File: src/rtl/mac_layer_if.sv
// Memory-side bus of the fully-connected layer engine.
// The engine uses the master modport. A memory model or wrapper uses the slave modport.
//   data_rd_en / data_rd_addr / data_rd_data : input-vector read port
//   wgt_rd_en  / wgt_rd_addr  / wgt_rd_data  : weight-row read port (LANES weights per row)
//   res_wr_en  / res_wr_addr  / res_wr_data  : result write port
// Read data returns MEM_LATENCY cycles after the strobe (latency is set on the engine).
interface mac_layer_if #(
  parameter int DATA_WIDTH   = 8,
  parameter int WEIGHT_WIDTH = 8,
  parameter int LANES        = 4,
  parameter int ADDR_WIDTH   = 32
);
  logic                            data_rd_en;
  logic [ADDR_WIDTH-1:0]           data_rd_addr;
  logic signed [DATA_WIDTH-1:0]    data_rd_data;
  logic                            wgt_rd_en;
  logic [ADDR_WIDTH-1:0]           wgt_rd_addr;
  logic [LANES*WEIGHT_WIDTH-1:0]   wgt_rd_data;
  logic                            res_wr_en;
  logic [ADDR_WIDTH-1:0]           res_wr_addr;
  logic signed [DATA_WIDTH-1:0]    res_wr_data;

  modport master (
    output data_rd_en, data_rd_addr,
    input  data_rd_data,
    output wgt_rd_en, wgt_rd_addr,
    input  wgt_rd_data,
    output res_wr_en, res_wr_addr, res_wr_data
  );

  modport slave (
    input  data_rd_en, data_rd_addr,
    output data_rd_data,
    input  wgt_rd_en, wgt_rd_addr,
    output wgt_rd_data,
    input  res_wr_en, res_wr_addr, res_wr_data
  );
endinterface

File: src/rtl/mac_layer_engine.sv
// Fully-connected layer engine. It computes LANES output neurons in parallel per group.
// Each neuron is a dot product plus a bias, followed by an optional ReLU, an arithmetic
// right shift, and saturation to DATA_WIDTH.
// Ports:
//   clk, rst        : clock, synchronous active-high reset
//   go              : start pulse. It latches every config input and is ignored while busy.
//   layer_index     : tag echoed on cur_layer
//   data_address, data_size (N), weight_address, out_count (M), result_address,
//   relu_en, shift  : layer configuration
//   cur_layer, busy, done : status (done is a one-cycle pulse with busy low)
//   mem             : memory bus (mac_layer_if.master)
// Weight layout: group g, row r (0..N) is at weight_address + g*(N+1) + r.
// Row N holds the per-lane biases.
module mac_layer_engine #(
  parameter int DATA_WIDTH   = 8,
  parameter int WEIGHT_WIDTH = 8,
  parameter int ACC_WIDTH    = 32,
  parameter int LANES        = 4,
  parameter int ADDR_WIDTH   = 32,
  parameter int MEM_LATENCY  = 1
) (
  input  logic                  clk,
  input  logic                  rst,
  input  logic                  go,
  input  logic [2:0]            layer_index,
  input  logic [ADDR_WIDTH-1:0] data_address,
  input  logic [ADDR_WIDTH-1:0] data_size,
  input  logic [ADDR_WIDTH-1:0] weight_address,
  input  logic [ADDR_WIDTH-1:0] out_count,
  input  logic [ADDR_WIDTH-1:0] result_address,
  input  logic                  relu_en,
  input  logic [4:0]            shift,
  output logic [2:0]            cur_layer,
  output logic                  busy,
  output logic                  done,
  mac_layer_if.master           mem
);

  localparam int LW = (LANES > 1) ? $clog2(LANES) : 1;
  localparam int CW = (MEM_LATENCY > 1) ? $clog2(MEM_LATENCY) : 1;
  localparam int PW = DATA_WIDTH + WEIGHT_WIDTH;
  localparam logic signed [ACC_WIDTH-1:0] SAT_MAX =
    ACC_WIDTH'((64'sd1 <<< (DATA_WIDTH - 1)) - 64'sd1);
  localparam logic signed [ACC_WIDTH-1:0] SAT_MIN = ~SAT_MAX;

  typedef enum logic [2:0] {S_IDLE, S_FETCH, S_DRAIN, S_WRITE, S_DONE} state_t;

  function automatic logic signed [WEIGHT_WIDTH-1:0] lane_weight(
    input logic [LANES*WEIGHT_WIDTH-1:0] row, input int i);
    return row[i*WEIGHT_WIDTH +: WEIGHT_WIDTH];
  endfunction

  function automatic logic signed [ACC_WIDTH-1:0] mul_ext(
    input logic signed [DATA_WIDTH-1:0] a, input logic signed [WEIGHT_WIDTH-1:0] b);
    logic signed [PW-1:0] p;
    p = PW'(a) * PW'(b);
    return ACC_WIDTH'(p);
  endfunction

  function automatic logic signed [DATA_WIDTH-1:0] requant(
    input logic signed [ACC_WIDTH-1:0] a, input logic relu, input logic [4:0] sh);
    logic signed [ACC_WIDTH-1:0] v;
    v = (relu && a[ACC_WIDTH-1]) ? '0 : a;
    v = v >>> sh;
    if (v > SAT_MAX)      return SAT_MAX[DATA_WIDTH-1:0];
    else if (v < SAT_MIN) return SAT_MIN[DATA_WIDTH-1:0];
    else                  return v[DATA_WIDTH-1:0];
  endfunction

  state_t                      state_q, state_d;
  logic [ADDR_WIDTH-1:0]       row_q, row_d;
  logic [ADDR_WIDTH-1:0]       wptr_q, wptr_d;
  logic [ADDR_WIDTH-1:0]       group_q, group_d;
  logic [LW-1:0]               lane_q, lane_d;
  logic [CW-1:0]               cnt_q, cnt_d;
  logic [ADDR_WIDTH-1:0]       data_addr_q, data_addr_d;
  logic [ADDR_WIDTH-1:0]       n_q, n_d;
  logic [ADDR_WIDTH-1:0]       m_q, m_d;
  logic [ADDR_WIDTH-1:0]       res_addr_q, res_addr_d;
  logic                        relu_q, relu_d;
  logic [4:0]                  shift_q, shift_d;
  logic [2:0]                  layer_q, layer_d;
  logic                        done_q, done_d;
  logic [MEM_LATENCY-1:0]      vld_pipe_q, vld_pipe_d;
  logic [MEM_LATENCY-1:0]      bias_pipe_q, bias_pipe_d;
  logic signed [ACC_WIDTH-1:0] acc_q [LANES];
  logic signed [ACC_WIDTH-1:0] acc_d [LANES];
  logic signed [ACC_WIDTH-1:0] term [LANES];
  logic                        issue, issue_bias, clear_acc;
  logic [ADDR_WIDTH-1:0]       out_idx;

  assign busy      = (state_q != S_IDLE);
  assign done      = done_q;
  assign cur_layer = layer_q;

  // Beat returning from memory: a product for data rows, the raw bias for the last row.
  always_comb begin
    for (int i = 0; i < LANES; i++) begin
      if (bias_pipe_q[MEM_LATENCY-1])
        term[i] = ACC_WIDTH'(lane_weight(mem.wgt_rd_data, i));
      else
        term[i] = mul_ext(mem.data_rd_data, lane_weight(mem.wgt_rd_data, i));
    end
  end

  always_comb begin
    state_d      = state_q;
    row_d        = row_q;
    wptr_d       = wptr_q;
    group_d      = group_q;
    lane_d       = lane_q;
    cnt_d        = cnt_q;
    data_addr_d  = data_addr_q;
    n_d          = n_q;
    m_d          = m_q;
    res_addr_d   = res_addr_q;
    relu_d       = relu_q;
    shift_d      = shift_q;
    layer_d      = layer_q;
    done_d       = 1'b0;
    issue        = 1'b0;
    issue_bias   = 1'b0;
    clear_acc    = 1'b0;
    out_idx      = group_q + ADDR_WIDTH'(lane_q);
    mem.data_rd_en   = 1'b0;
    mem.data_rd_addr = '0;
    mem.wgt_rd_en    = 1'b0;
    mem.wgt_rd_addr  = '0;
    mem.res_wr_en    = 1'b0;
    mem.res_wr_addr  = '0;
    mem.res_wr_data  = '0;

    case (state_q)
      S_IDLE: begin
        if (go) begin
          data_addr_d = data_address;
          n_d         = data_size;
          m_d         = out_count;
          res_addr_d  = result_address;
          relu_d      = relu_en;
          shift_d     = shift;
          layer_d     = layer_index;
          wptr_d      = weight_address;
          group_d     = '0;
          row_d       = '0;
          if (out_count == '0) begin
            state_d = S_DONE;
          end else begin
            state_d   = S_FETCH;
            clear_acc = 1'b1;
          end
        end
      end
      S_FETCH: begin
        // Weight rows of consecutive groups are contiguous, so one running pointer suffices.
        issue            = 1'b1;
        issue_bias       = (row_q == n_q);
        mem.wgt_rd_en    = 1'b1;
        mem.wgt_rd_addr  = wptr_q;
        mem.data_rd_en   = (row_q != n_q);
        mem.data_rd_addr = (row_q != n_q) ? data_addr_q + row_q : '0;
        wptr_d           = wptr_q + 1'b1;
        if (row_q == n_q) begin
          state_d = S_DRAIN;
          cnt_d   = '0;
        end else begin
          row_d = row_q + 1'b1;
        end
      end
      S_DRAIN: begin
        if (cnt_q == CW'(MEM_LATENCY - 1)) begin
          state_d = S_WRITE;
          lane_d  = '0;
        end else begin
          cnt_d = cnt_q + 1'b1;
        end
      end
      S_WRITE: begin
        // Lanes past the last output of a partial group are stepped through silently.
        mem.res_wr_en   = (out_idx < m_q);
        mem.res_wr_addr = res_addr_q + out_idx;
        mem.res_wr_data = requant(acc_q[lane_q], relu_q, shift_q);
        if (lane_q == LW'(LANES - 1)) begin
          if (group_q + ADDR_WIDTH'(LANES) < m_q) begin
            state_d   = S_FETCH;
            group_d   = group_q + ADDR_WIDTH'(LANES);
            row_d     = '0;
            clear_acc = 1'b1;
          end else begin
            state_d = S_DONE;
          end
        end else begin
          lane_d = lane_q + 1'b1;
        end
      end
      S_DONE: begin
        state_d = S_IDLE;
        done_d  = 1'b1;
      end
      default: state_d = S_IDLE;
    endcase

    vld_pipe_d[0]  = issue;
    bias_pipe_d[0] = issue_bias;
    for (int i = 1; i < MEM_LATENCY; i++) begin
      vld_pipe_d[i]  = vld_pipe_q[i-1];
      bias_pipe_d[i] = bias_pipe_q[i-1];
    end

    for (int i = 0; i < LANES; i++) begin
      if (clear_acc)
        acc_d[i] = '0;
      else if (vld_pipe_q[MEM_LATENCY-1])
        acc_d[i] = acc_q[i] + term[i];
      else
        acc_d[i] = acc_q[i];
    end
  end

  // Stage boundary: control, config latches, valid pipeline and accumulators.
  always_ff @(posedge clk) begin
    if (rst) begin
      state_q     <= S_IDLE;
      row_q       <= '0;
      wptr_q      <= '0;
      group_q     <= '0;
      lane_q      <= '0;
      cnt_q       <= '0;
      data_addr_q <= '0;
      n_q         <= '0;
      m_q         <= '0;
      res_addr_q  <= '0;
      relu_q      <= 1'b0;
      shift_q     <= '0;
      layer_q     <= '0;
      done_q      <= 1'b0;
      vld_pipe_q  <= '0;
      bias_pipe_q <= '0;
      acc_q       <= '{default: '0};
    end else begin
      state_q     <= state_d;
      row_q       <= row_d;
      wptr_q      <= wptr_d;
      group_q     <= group_d;
      lane_q      <= lane_d;
      cnt_q       <= cnt_d;
      data_addr_q <= data_addr_d;
      n_q         <= n_d;
      m_q         <= m_d;
      res_addr_q  <= res_addr_d;
      relu_q      <= relu_d;
      shift_q     <= shift_d;
      layer_q     <= layer_d;
      done_q      <= done_d;
      vld_pipe_q  <= vld_pipe_d;
      bias_pipe_q <= bias_pipe_d;
      acc_q       <= acc_d;
    end
  end

endmodule

File: src/flat_wrapper.sv
// flat-port wrapper written by rule: the top's interface ports become plain ports
module mac_layer_engine_flat 
#(
  parameter int DATA_WIDTH   = 8,
  parameter int WEIGHT_WIDTH = 8,
  parameter int ACC_WIDTH    = 32,
  parameter int LANES        = 4,
  parameter int ADDR_WIDTH   = 32,
  parameter int MEM_LATENCY  = 1
)
  (clk, rst, go, layer_index, data_address, data_size, weight_address, out_count, result_address, relu_en, shift, cur_layer, busy, done, mem_data_rd_en, mem_data_rd_addr, mem_data_rd_data, mem_wgt_rd_en, mem_wgt_rd_addr, mem_wgt_rd_data, mem_res_wr_en, mem_res_wr_addr, mem_res_wr_data);
  mac_layer_if #(.DATA_WIDTH(DATA_WIDTH), .WEIGHT_WIDTH(WEIGHT_WIDTH), .LANES(LANES), .ADDR_WIDTH(ADDR_WIDTH)) mem_i ();
  input  logic clk;
  input  logic rst;
  input  logic go;
  input  logic [2:0] layer_index;
  input  logic [ADDR_WIDTH-1:0] data_address;
  input  logic [ADDR_WIDTH-1:0] data_size;
  input  logic [ADDR_WIDTH-1:0] weight_address;
  input  logic [ADDR_WIDTH-1:0] out_count;
  input  logic [ADDR_WIDTH-1:0] result_address;
  input  logic relu_en;
  input  logic [4:0] shift;
  output logic [2:0] cur_layer;
  output logic busy;
  output logic done;
  output wire logic [$bits(mem_i.data_rd_en)-1:0] mem_data_rd_en;
  output wire logic [$bits(mem_i.data_rd_addr)-1:0] mem_data_rd_addr;
  input wire logic [$bits(mem_i.data_rd_data)-1:0] mem_data_rd_data;
  output wire logic [$bits(mem_i.wgt_rd_en)-1:0] mem_wgt_rd_en;
  output wire logic [$bits(mem_i.wgt_rd_addr)-1:0] mem_wgt_rd_addr;
  input wire logic [$bits(mem_i.wgt_rd_data)-1:0] mem_wgt_rd_data;
  output wire logic [$bits(mem_i.res_wr_en)-1:0] mem_res_wr_en;
  output wire logic [$bits(mem_i.res_wr_addr)-1:0] mem_res_wr_addr;
  output wire logic [$bits(mem_i.res_wr_data)-1:0] mem_res_wr_data;
  assign mem_data_rd_en = mem_i.data_rd_en;
  assign mem_data_rd_addr = mem_i.data_rd_addr;
  assign mem_i.data_rd_data = mem_data_rd_data;
  assign mem_wgt_rd_en = mem_i.wgt_rd_en;
  assign mem_wgt_rd_addr = mem_i.wgt_rd_addr;
  assign mem_i.wgt_rd_data = mem_wgt_rd_data;
  assign mem_res_wr_en = mem_i.res_wr_en;
  assign mem_res_wr_addr = mem_i.res_wr_addr;
  assign mem_res_wr_data = mem_i.res_wr_data;
  mac_layer_engine #(.DATA_WIDTH(DATA_WIDTH), .WEIGHT_WIDTH(WEIGHT_WIDTH), .ACC_WIDTH(ACC_WIDTH), .LANES(LANES), .ADDR_WIDTH(ADDR_WIDTH), .MEM_LATENCY(MEM_LATENCY)) u_core (.clk(clk), .rst(rst), .go(go), .layer_index(layer_index), .data_address(data_address), .data_size(data_size), .weight_address(weight_address), .out_count(out_count), .result_address(result_address), .relu_en(relu_en), .shift(shift), .cur_layer(cur_layer), .busy(busy), .done(done), .mem(mem_i));
endmodule
File: config.mk
export PLATFORM = sky130hd
export DESIGN_NAME = mac_layer_engine_flat
export DESIGN_NICKNAME = d
export VERILOG_FILES = /design/src/rtl/mac_layer_if.sv /design/src/rtl/mac_layer_engine.sv /design/src/flat_wrapper.sv
export SDC_FILE = /design/constraint.sdc
export NUM_CORES = 2
export LEC_CHECK = 0
export ABC_AREA = 1
export BUFFER_PORTS_ARGS = -buffer_cell sky130_fd_sc_hd__buf_2
export CAP_MARGIN = 0
export CORE_UTILIZATION = 35
export CTS_CLUSTER_SIZE = 40
export DETAILED_ROUTE_END_ITERATION = 7
export PLACE_DENSITY = 0.57
export SYNTH_ARGS = -nofsm -noshare
export SYNTH_HDL_FRONTEND = slang
export SYNTH_SLANG_ARGS = --single-unit
File: constraint.sdc
create_clock -name clk -period 16.28 [get_ports clk]
set_input_delay 0 -clock clk [delete_from_list [all_inputs] [get_ports clk]]
set_output_delay 0 -clock clk [all_outputs]
set_load 0.005 [all_outputs]
# Yosys cells after proc, flatten, opt, wreduce, memory -nomap -nowiden
# Cells that the tools add are included.
classes:
  n_shift: 1
  mul: 4
  add_sub_neg: 12
  eq_ne: 14
  n_bitwise: 2
  n_mux: 47
  magnitude_cmp: 5
  n_reduce_logical: 18
ops:
  columns: ["operator", "n"]
  rows:
  - ["32-bit two-way mux", 18]
  - ["32-bit adder", 6]
  - ["32-bit case mux with 2 select lines", 2]
  - ["32-bit case mux with 3 select lines", 1]
  - ["32-bit by 1-bit adder with 32-bit output (second input constant)", 2]
  - ["32-bit binary-select mux with 2-bit select", 1]
  - ["32-bit < comparator", 2]
  - ["8-bit by 8-bit multiplier with 16-bit output", 4]
  - ["32-bit by 2-bit adder with 32-bit output", 1]
  - ["32-bit by 3-bit adder with 32-bit output (second input constant)", 1]
  - ["32-bit == test", 1]
  - ["32-bit by 8-bit greater-than comparator with 1-bit output (second input constant)", 1]
  - ["32-bit zero test", 1]
  - ["32-bit by 8-bit < comparator with 1-bit output (second input constant)", 1]
  - ["32-bit != test", 1]
  - ["32-bit by 5-bit >>> shifter with 32-bit output", 1]
  - ["8-bit two-way mux", 3]
  - ["3-bit two-way mux", 6]
  - ["3-bit case mux with 4 select lines", 1]
  - ["1-bit two-way mux", 10]
  - ["2-bit != test (second input constant)", 4]
  - ["4-bit AND reduction", 2]
  - ["2-bit nonzero test", 4]
  - ["3-bit by 2-bit == test with 1-bit output (second input constant)", 2]
  - ["19 further kinds", 27]
word_totals:
  wordCells: 123
  regBits: 370

# Depth between registers and ports, before layout
logic_depth:
  word_depth: 11
  ltp_mapped: 40

# Least setup slack after synthesis
# No wires, ideal clock.
synth_timing:
  path_kind: "input port to flip-flop"
  start: "input mem_data_rd_data[7]"
  end: "register u_core.acc_q[61] in the netlist's numbering"
  setup_time_ns: 0.078
  arrival_ns: 5.818
  required_ns: 16.202
  path_stages: 36
  slack_ns: 10.384
  cell_sequence: "clkbuf_1 nand2_1 fa_1 fa_1 inv_1 fa_1 inv_1 fa_1 inv_1 ha_1 nand2_1 o21ai_0 a21oi_1 o21ai_0 nand2_1 nand2_1 a21oi_1 a21o_1 nand2_1 nand2_1 nand2_1 inv_1 ha_1 nand2_1 nor2_1 nor3b_1 nand4_1 nand3_1 nand2_1 nand2_1 nand2_1 o211ai_1 a21boi_0 o21ai_0 a21oi_1 nor3_1"
synth_via:
  elab_chain_cells: 3
synth_rtl:
  columns: ["item", "line", "source"]
  rows:
  - ["from (decl)", "flat_wrapper.sv:29", "input wire logic [$bits(mem_i.data_rd_data)-1:0] mem_data_rd_data;"]
  - ["8-bit by 8-bit multiplier with 16-bit output", "mac_layer_engine.sv:56", "p = PW'(a) * PW'(b);"]
  - ["32-bit two-way mux", "mac_layer_engine.sv:99", "if (bias_pipe_q[MEM_LATENCY-1])"]
  - ["32-bit adder", "mac_layer_engine.sv:214", "acc_d[i] = acc_q[i] + term[i];"]
  - ["to (signal assigned)", "mac_layer_engine.sv:239", "acc_q <= '{default: '0};"]
  - ["to (signal assigned)", "mac_layer_engine.sv:257", "acc_q <= acc_d;"]
  - ["to (decl)", "mac_layer_engine.sv:86", "logic signed [ACC_WIDTH-1:0] acc_q [LANES];"]
# Every way passes these cells.
# A chain may end at the register's enable or synchronous reset.

# Final worst setup path
layout_timing:
  start: "input mem_data_rd_data[0]"
  end: "register u_core.acc_q[127] in the netlist's numbering"
# The elaborated chain is that of the path after synthesis.

==> key figures <==
Timing
  – Max-slew violation count: 0
  – Slew headroom: a little under a third
  – Tmin final: roughly 6.6 ns
  – # setup viols final: 0
  – Fin Setup TNS: 0 ns
  – RSZ-0062 raised after global routing: no
  – Transition time at the pin with the least slew margin: 1.042 ns
  – Post-route clock period utilization: between 40 and 50%
  – Hold Vio Cnt, Final: 0
  – Max Fclk: around 150 MHz
  – Worst Skew: around 0.022 ns

GRT
  – Initial antenna violation count: 1
  – Tot GR Track Use: 22.22%
  – Gr ovfl total: 0
  – Largest net degree at the start of global routing: about 140
  – First-pass GRT wire length: approximately 210000 um
  – Number of global-route vias before repair: about 40k

Worst setup path
  – CP arrival: slightly above 7 ns
  – Req. time, crit path: between 15 and 20 ns
  – R2r startpoint: u_core.group_q[2]
  – Crit Path Class: in -> reg
  – Critical path startpoint category: input pin
  – Most used cell, CP: inv_1
  – Crit Path Max Fanout: 26
  – Critical path endpoint category: flop
  – Crit path launch: mem_data_rd_data[0]
  – CP max-delay cell: fa_1
  – Slowest cell delay on critical path: around 0.55 ns

Clock network
  – Clk Latency, worst-skew pair: roughly 0.63 ns
  – Clock-pin slew of the registers on the worst-case setup and hold paths: around 0.06 ns
  – H-tree depth: 2
  – Clock buffer depth: 3
  – Total CTS buffers: between 40 and 50
  – CTS tree: done
  – Num Clock Sinks: 367
  – Post-CTS sizing: 0
  – CTS Root Buffer Type: clkbuf_16

Power
  – Design Power: about 8.5 mW
  – LEAKAGE: roughly 24 nW
  – Pwr dens: 182.6 nW/um^2
  – Worst IR Drop VDD: between 0.0001 and 0.00015 V

Floorplanning
  – I/O pin count: 324
  – Core area: approximately 110000 sq um
  – Die height: 343.5 um
  – Die ar.: approximately 120000 sq um
  – Starting density of the core: 35.50%
  – DIE WIDTH: roughly 340 um
  – Row count: around 120

Yosys
  – Share of the synthesized area in the top cell type: 18.00%
  – Ys async rst share: 0%
  – Most common cell in the netlist: nand2_1
  – Synthesized flop and latch total: between 300 and 400
  – Distinct cells, synth: 57
  – Cell count after synthesis: approximately 6.4k
  – Mean Syn Cell Area: 6.419 sq um
  – Seq/Total Area, Yosys: about 18%
  – Syn Nets: 7171
  – Synth Flop Type: dfxtp_1
  – Synth area leaders: dfxtp_1 18%, nand2_1 13%, ha_1 11%, fa_1 11%, inv_1 9.2%
  – Post-synth top cells: 1432 x nand2_1, 1005 x inv_1, 679 x nor2_1
  – Post-Syn Area: approximately 41000 sq um
  – Cell taking the most area after synthesis: dfxtp_1
  – YS warnings: 0
  – Number of synthesized flops with an enable pin: 0

Place
  – Dpl hpwl: 100200 um
  – Port bufs: between 300 and 400
  – Post-Place Cells: between 7k and 8k
  – Placed Area: between 40000 and 50000 sq um
  – GP Congestion: ~0.93

Final layout
  – Area occupied by multi-input gates: 28500 sq um
  – Nets: roughly 7.5k
  – Fill count: approximately 12k
  – Fin cells: around 8.2k
  – Reg area: between 7000 and 8000 sq um
  – Share of layout cells above drive strength 1: around 7.2%
  – Synth-to-layout area growth: 14.68%
  – Design Area, Final: between 40000 and 50000 sq um

Hold path
  – Hold path startpoint: mem_wgt_rd_data[0]
  – Worst min-delay path category: in -> reg

Route
  – Total iterations of the first detailed-routing run: 5
  – Drt initial violations: 2458
  – Vias per cell: about 5
  – Via count: between 40k and 50k
  – Routed Antenna Nets: 0
  – Final wirelength: between 100000 and 150000 um
  – Drt drc: 0
  – Routed length per instance: ~16 um

Job
  – Maxcap violations: 0

Run status
  – Status: completed
## metal layers
metal	vias up	track usage [%]	wire, um
li1	20989	-	-
met1	18831	28.91	59620
met2	834	38.75	62980
met3	156	2.343	5172
met4	0	6.074	3510
met5	-	0	0
## worst paths after layout
check | endpoint | slack [ns] | cells after the start
worst min register to register | u_core.n_q[5] | 0.47 | 2
worst min-delay path | u_core.acc_q[96] | 0.06 | 6
worst max register to register | u_core.acc_q[60] | 10.64 | 26
worst max-delay path | u_core.acc_q[127] | 9.69 | 35
## cell type report
type	count	share of cell area [%]
diodes	3	0.01604
clock buffers	60	2.812
clock inverters	25	0.7565
inverters	1012	8.140
multi-input cells	4688	60.90
flip-flops and latches	367	15.71
well taps	1512	4.042
repair buffers	525	7.624
## metrics by stage
step / hold WS, ns / setup WS, ns / utilization, %
floorplan: 0.1349 / 10.38 / -
global placement: 0.2219 / 9.192 / 37.74
detailed placement: 0.2269 / 9.089 / 37.74
CTS: 0.03262 / 9.750 / 40.71
global route: 0.07763 / 9.009 / 40.71
finish: 0.06315 / 9.688 / 40.71
## repair_timing
item / in CTS / in global routing
setup endpoints to repair: 0 / 0
hold endpoints to repair: 203 / 0
hold buffers: 174 / 0
buffers inserted: 0 / 0
## layout by cell type (no fill, tap or decap), types with 12 or more instances in the layout
cell	netlist	layout
nand2_1	1432	1432
inv_1	1005	1004
nor2_1	679	677
a21oi_1	646	646
o21ai_0	406	406
ha_1	375	375
dfxtp_1	367	365
buf_2	18	323
nand3_1	289	288
fa_1	226	226
dlygate4sd3_1	0	174
xor2_1	115	115
nor3_1	79	77
xnor2_1	61	61
nand4_1	58	58
a31oi_1	57	57
clkbuf_16	0	48
nor4_1	34	34
or2_2	29	29
buf_4	5	28
a21o_1	21	21
o21a_1	21	21
a21boi_0	18	18
o211ai_1	18	18
o21bai_1	17	17
a22oi_1	16	16
clkinv_2	0	12
## worst max-delay path, delay by kind of cell
kind | cells | cell delay, ns
compound gates | 12 | 2.33
xor+xnor | 1 | 0.15
fa+ha+maj | 6 | 2.72
buf+inv | 8 | 1.16
simple gates | 8 | 0.74
## report_power, final
group | switching (mW) | internal (mW) | total, mW | leakage, nW
sequential | 0.158 | 1.09 | 1.25 | 3.00
combinational | 4.09 | 2.06 | 6.15 | 19.7
clock | 0.461 | 0.686 | 1.15 | 0.816
## cell families after synthesis
family / Yosys count / share of synthesized area [%]
flops: 367 / 18.00
mux: 1 / 0.02453
buf+inv: 1303 / 12.24
xor+xnor: 176 / 3.777
fa+ha+maj: 601 / 22.58
simple gates: 2629 / 26.36
compound gates: 1281 / 17.01
## state kept, by name, summed over array words and instances (netlist names), 5 cells and up
signal,count
u_core.acc_q,128
u_core.data_addr_q,32
u_core.m_q,32
u_core.n_q,32
u_core.res_addr_q,32
u_core.row_q,32
u_core.wptr_q,32
u_core.group_q,30
u_core.shift_q,5
Power figures use the tool's default switching activity.
